--- config.mk ---
export PLATFORM = sky130hd
export DESIGN_NAME = ahb_apb_bridge
export DESIGN_NICKNAME = d
export VERILOG_FILES = /design/src/rtl/ahb_pkg.sv /design/src/rtl/ahb_apb_bridge.sv
export SDC_FILE = /design/constraint.sdc
export NUM_CORES = 1
export LEC_CHECK = 0
export BUFFER_PORTS_ARGS = -buffer_cell sky130_fd_sc_hd__buf_2
export CAP_MARGIN = 15
export CORE_MARGIN = 8
export CORE_UTILIZATION = 39
export DETAILED_ROUTE_END_ITERATION = 8
export GPL_TIMING_DRIVEN = 0
export PLACE_DENSITY = 0.77
export RECOVER_POWER = 100
export SETUP_SLACK_MARGIN = 0.05
export SLEW_MARGIN = 20
export SYNTH_ARGS = -nofsm -noshare
export SYNTH_HDL_FRONTEND = slang
export SYNTH_SLANG_ARGS = --single-unit
export TNS_END_PERCENT = 1
--- constraint.sdc ---
create_clock -name HCLK -period 1.4 [get_ports HCLK]
set_input_delay 0.28 -clock HCLK [delete_from_list [all_inputs] [get_ports HCLK]]
set_output_delay 0.28 -clock HCLK [all_outputs]
set_load 0.02 [all_outputs]
--- src/rtl/ahb_pkg.sv ---
// Shared AHB encodings and the AHB-to-APB bridge state type.
package ahb_pkg;

  typedef enum logic [1:0] {
    HtransIdle   = 2'b00,
    HtransBusy   = 2'b01,
    HtransNonseq = 2'b10,
    HtransSeq    = 2'b11
  } htrans_e;

  typedef enum logic [1:0] {
    HrespOkay  = 2'b00,
    HrespError = 2'b01,
    HrespRetry = 2'b10,
    HrespSplit = 2'b11
  } hresp_e;

  typedef enum logic [2:0] {
    StIdle,
    StWlatch,
    StSetup,
    StAccess,
    StDone,
    StErr1,
    StErr2
  } bridge_state_e;

endpackage

--- src/rtl/ahb_apb_bridge.sv ---
// Single-transfer AHB slave to APB3 master bridge with wait-state insertion.
// Optional APB_PSLVERR_EN adds the PSLVERR port and a two-cycle AHB ERROR response.
module ahb_apb_bridge
  import ahb_pkg::*;
#(
  parameter int unsigned ADDR_W = 16
) (
  input  logic              HCLK,
  input  logic              HRESETn,
  input  logic              HSEL,
  input  logic [31:0]       HADDR,
  input  logic [1:0]        HTRANS,
  input  logic              HWRITE,
  input  logic [2:0]        HSIZE,
  input  logic [31:0]       HWDATA,
  input  logic              HREADY,
  output logic              HREADYOUT,
  output logic [1:0]        HRESP,
  output logic [31:0]       HRDATA,
  output logic [ADDR_W-1:0] PADDR,
  output logic              PSEL,
  output logic              PENABLE,
  output logic              PWRITE,
  output logic [31:0]       PWDATA,
  input  logic [31:0]       PRDATA,
`ifdef APB_PSLVERR_EN
  input  logic              PSLVERR,
`endif
  input  logic              PREADY
);

  bridge_state_e     state_q, state_d;
  logic [ADDR_W-1:0] paddr_q;
  logic              pwrite_q;
  logic [31:0]       pwdata_q;
  logic [31:0]       hrdata_q;

  logic accept;
  logic can_accept;
  logic apb_err;
  logic capture_rdata;

  // HSIZE and the address bits outside the APB window are intentionally unused.
  logic unused_bits;
  assign unused_bits = ^{HSIZE, HADDR[31:ADDR_W], HADDR[1:0]};

  assign accept = HSEL && HREADY &&
                  ((HTRANS == HtransNonseq) || (HTRANS == HtransSeq));

`ifdef APB_PSLVERR_EN
  assign apb_err = PSLVERR;
`else
  assign apb_err = 1'b0;
`endif

  assign can_accept    = (state_q == StIdle) || (state_q == StDone) || (state_q == StErr2);
  assign capture_rdata = (state_q == StAccess) && PREADY && !pwrite_q && !apb_err;

  always_comb begin
    state_d = state_q;
    unique case (state_q)
      StIdle: begin
        if (accept) state_d = HWRITE ? StWlatch : StSetup;
      end
      StWlatch: state_d = StSetup;
      StSetup:  state_d = StAccess;
      StAccess: begin
        if (PREADY) state_d = apb_err ? StErr1 : StDone;
      end
      StDone: begin
        if (accept) state_d = HWRITE ? StWlatch : StSetup;
        else        state_d = StIdle;
      end
`ifdef APB_PSLVERR_EN
      StErr1: state_d = StErr2;
      StErr2: begin
        if (accept) state_d = HWRITE ? StWlatch : StSetup;
        else        state_d = StIdle;
      end
`endif
      default: state_d = StIdle;
    endcase
  end

  always_ff @(posedge HCLK or negedge HRESETn) begin
    if (!HRESETn) begin
      state_q  <= StIdle;
      paddr_q  <= '0;
      pwrite_q <= 1'b0;
      pwdata_q <= '0;
      hrdata_q <= '0;
    end else begin
      state_q <= state_d;
      if (can_accept && accept) begin
        paddr_q  <= {HADDR[ADDR_W-1:2], 2'b00};
        pwrite_q <= HWRITE;
      end
      // Write data arrives in the AHB data phase, one cycle after the address.
      if (state_q == StWlatch) pwdata_q <= HWDATA;
      if (capture_rdata)       hrdata_q <= PRDATA;
    end
  end

  always_comb begin
    HREADYOUT = 1'b0;
    HRESP     = HrespOkay;
    PSEL      = 1'b0;
    PENABLE   = 1'b0;
    unique case (state_q)
      StIdle, StDone: HREADYOUT = 1'b1;
      StSetup:        PSEL = 1'b1;
      StAccess: begin
        PSEL    = 1'b1;
        PENABLE = 1'b1;
      end
`ifdef APB_PSLVERR_EN
      StErr1: HRESP = HrespError;
      StErr2: begin
        HREADYOUT = 1'b1;
        HRESP     = HrespError;
      end
`endif
      default: HREADYOUT = 1'b0;
    endcase
  end

  assign PADDR  = paddr_q;
  assign PWRITE = pwrite_q;
  assign PWDATA = pwdata_q;
  assign HRDATA = hrdata_q;

endmodule

==> metrics.md <==
| Metric | Value |
|---|---|
| Overall global routing resource usage | `0.142` |
| Slowest stage cell, crit path | `dfrtp_2` |
| Switching share of total power | `0.388` |
| Layout cells sized above 1 | `0.550` |
| Antenna Nets Post-Route | `0` |
| Overflow after GRT | `0` |
| Net switching power | `0.00442 W` |
| Longest Clk Path Bufs | `2` |
| Pint | `0.00696 W` |
| Largest net degree at the start of global routing | `43` |
| Compound-Gate Fraction of Synth Area | `0.00950` |
| Via count | `2249` |
| Failing checks | `setup timing` |
| Synth Instances | `188` |
| Synth Area in Adders | `0` |
| Post-synthesis sequential area ratio | `0.649` |
| Peak supply drop | `1070 uV` |
| Via density | `4.62` |
| Hold slack final | `0.169 ns` |
| Status | `complete, but fails checks` |
| CP Depth | `5` |
| CTS tree | `done` |
| I/O Buffers | `166` |
| Post-Synth XOR/XNOR Area | `0` |
| RSZ-0062 raised after global routing | `yes` |
| CP Cell Sequence | `and4b_1, nor2b_4, buf_12, clkbuf_16, mux2_4` |
| Clock root cell | `clkbuf_8` |
| Lkg Pwr | `2.13 nW` |
| Slew margin rel. | `0.618` |
| Clock skew | `0.00792 ns` |
| Comb pwr share | `0.472` |
| Worst-Skew Late Latency | `0.33 ns` |
| Syn avg cell area | `16.8 sq um` |
| Core area | `8050 sq um` |
| Detailed-route DRC error count | `0` |
| CTS buffer count | `9` |
| Total Nets Final | `487` |
| Initial antenna violation count | `0` |
| Setup crit start kind | `flip-flop` |
| Reg2Reg Depth | `5` |
| Number of global-route vias before repair | `2539` |
| Post-synthesis simple-gate area fraction | `0.0230` |
| Fin. Hold Viols | `0` |
| Starting Density | `0.393` |
| Post-DP HPWL | `6110 um` |
| Ant. Diodes | `0` |
| Post-layout min period | `1.57 ns` |
| Buffers and inverters on the worst path | `2` |
| Routed wire length per instance | `17.1 um` |
| Fin worst setup slack | `-0.167 ns` |
| Largest stage delay, worst path | `0.41 ns` |
| Max Slew Vio Count | `0` |
| Die Footprint | `11200 sq um` |
| Pwr dens | `2500 nW/um^2` |
| Layout area overhead | `44.0%` |
| I/O pin cnt | `193` |
| Critical Path Sink Type | `flip-flop` |
| Placer Congestion | `0.734` |
| Cell Area, Synth | `3160 sq um` |
| Yosys reg bits | `82` |
| Req. time, crit path | `1.61 ns` |
| Clock slew seen by the registers of the worst setup and hold paths | `0.08 ns` |
| Number of DRC markers in iteration 0 | `35` |
| # H-tree levels | `3` |
| Distinct cell type count after synthesis | `20` |
| Period Utilization, post-route | `1.12` |
| Worst Path Arrival | `1.78 ns` |
| Final setup viols | `80` |
| Mux contribution to synthesized area | `0.281` |
| Hold path depth | `2` |
| Hold Crit Class | `input pin to flip-flop` |
| Setup TNS | `-9.32 ns` |
| Clock Power Share | `0.153` |
| DRT Wirelength | `8310 um` |
| Main combinational cell family by area after synthesis | `multiplexers` |
| First-pass GRT wire length | `13000 um` |
| 1st-pass router iterations | `4` |
| YS warnings | `0` |
| Die X | `106 um` |
| Rows | `33` |
| Die outline height | `106 um` |
| Sink Count | `82` |
| Worst-margin pin slew | `0.573 ns` |
| F_max | `638 MHz` |
| MaxCap Viol Count | `0` |
| Crit path max-delay family | `simple AND/OR/NAND/NOR gates` |
| Seq pwr share | `0.376` |
| Crit Path Category | `flip-flop to flip-flop` |
| CP max FO | `7` |
cell usage after synthesis:
cell / instances / area share
mux2_2: 75 / 0.27
nor2_1: 1 / 0.0012
nand2_1: 1 / 0.0012
mux2_1: 4 / 0.014
nor2b_1: 1 / 0.0020
nor3b_2: 1 / 0.0040
and4b_1: 1 / 0.0032
buf_4: 7 / 0.017
a21o_1: 1 / 0.0024
o21a_1: 1 / 0.0024
dfrtp_1: 82 / 0.65
a221oi_1: 1 / 0.0028
buf_6: 5 / 0.018
nand3_1: 1 / 0.0016
and2b_1: 1 / 0.0024
inv_1: 1 / 0.0012
o22ai_1: 1 / 0.0020
nor3_4: 1 / 0.0051
conb_1: 1 / 0.0012
nor3b_1: 1 / 0.0024
what timing repair did:
item,CTS,global route
endpoints found under the setup margin,82,82
cloned,1,3
buffers inserted,8,0
pin swaps,2,2
hold buffers,1,0
gates resized for setup,36,16
endpoints found under the hold margin,40,0
layer usage:
layer / share of wire / wire length [um] / GRT usage / vias up
met4: 0.011 / 91 / 0.0513 / 0
met3: 0.079 / 660 / 0.0520 / 11
met5: 0 / 0 / 0 / -
met2: 0.51 / 4250 / 0.247 / 94
li1: - / - / - / 1033
met1: 0.40 / 3310 / 0.156 / 1111
cells by family (layout without fill, tap and decap cells):
logic type / Yosys count / after routing
compound gates: 4 / 4
buf+inv: 13 / 204
flops: 82 / 82
mux: 79 / 79
other cells: 1 / 4
simple gates: 9 / 9
power by group through the flow:
| stage | registers [W] | logic (W) | clock network (W) |
|---|---|---|---|
| 6_report | 0.00427 | 0.00536 | 0.00174 |
| 3_5_place_dp | 0.00424 | 0.00511 | 0 |
| 5_1_grt | 0.00443 | 0.00574 | 0.00190 |
| 4_1_cts | 0.00422 | 0.00564 | 0.00180 |
| 2_1_floorplan | 0.00566 | 0.00182 | 0 |
| 3_3_place_gp | 0.00415 | 0.00500 | 0 |
path summary, 6_finish.rpt:
kind	from	endpoint	slack [ns]
setup reg to reg	state_q[2]	HRDATA[21]	-0.17
setup / recovery	state_q[2]	HRDATA[21]	-0.17
hold reg to reg	PWDATA[2]	PWDATA[2]	0.51
min in group asynchronous	HRESETn	HRDATA[18]	0.50
hold / removal	HADDR[13]	PADDR[13]	0.17
max in group asynchronous	HRESETn	state_q[0]	0.18
layout by cell type (no fill, tap or decap), types with 2 or more instances in the layout:
cell type and count:
bufinv_16 2, buf_8 2, clkbuf_1 79, buf_2 85, buf_6 2, clkbuf_16 2
dfrtp_2 3, buf_12 4, conb_1 4, dfrtp_1 79, buf_4 14, clkinv_2 2
mux2_2 49, clkbuf_8 9, mux2_4 30
cell type report:
| type | instances | area, sq um |
|---|---|---|
| well taps | 105 | 131 |
| flip-flops and latches | 82 | 2060 |
| fillers | 743 | 3500 |
| clock inverters | 4 | 70.1 |
| repair buffers | 179 | 903 |
| multi-input cells | 96 | 1140 |
| clock buffers | 9 | 124 |
| plain buffers | 11 | 124 |
| inverters | 1 | 3.75 |
registers in the layout (all words and copies together) (netlist names):
| name | flops |
|---|---|
| HRDATA | 32 |
| PADDR | 14 |
| PWRITE | 1 |
| state_q | 3 |
| PWDATA | 32 |
metrics by stage:
step	area, sq um	total power (W)	setup slack, ns	utilization	instances
after floorplan	3170	0.00748	-0.151	-	191
after global placement	4140	0.00915	-0.555	0.514	462
after detailed placement	4160	0.00936	-0.297	0.516	463
after CTS	4590	0.0117	-0.217	0.570	486
after global routing	4550	0.0121	-0.227	0.565	487
final	4550	0.0114	-0.167	0.565	487
Note: power is estimated with default switching activity, not from simulation.
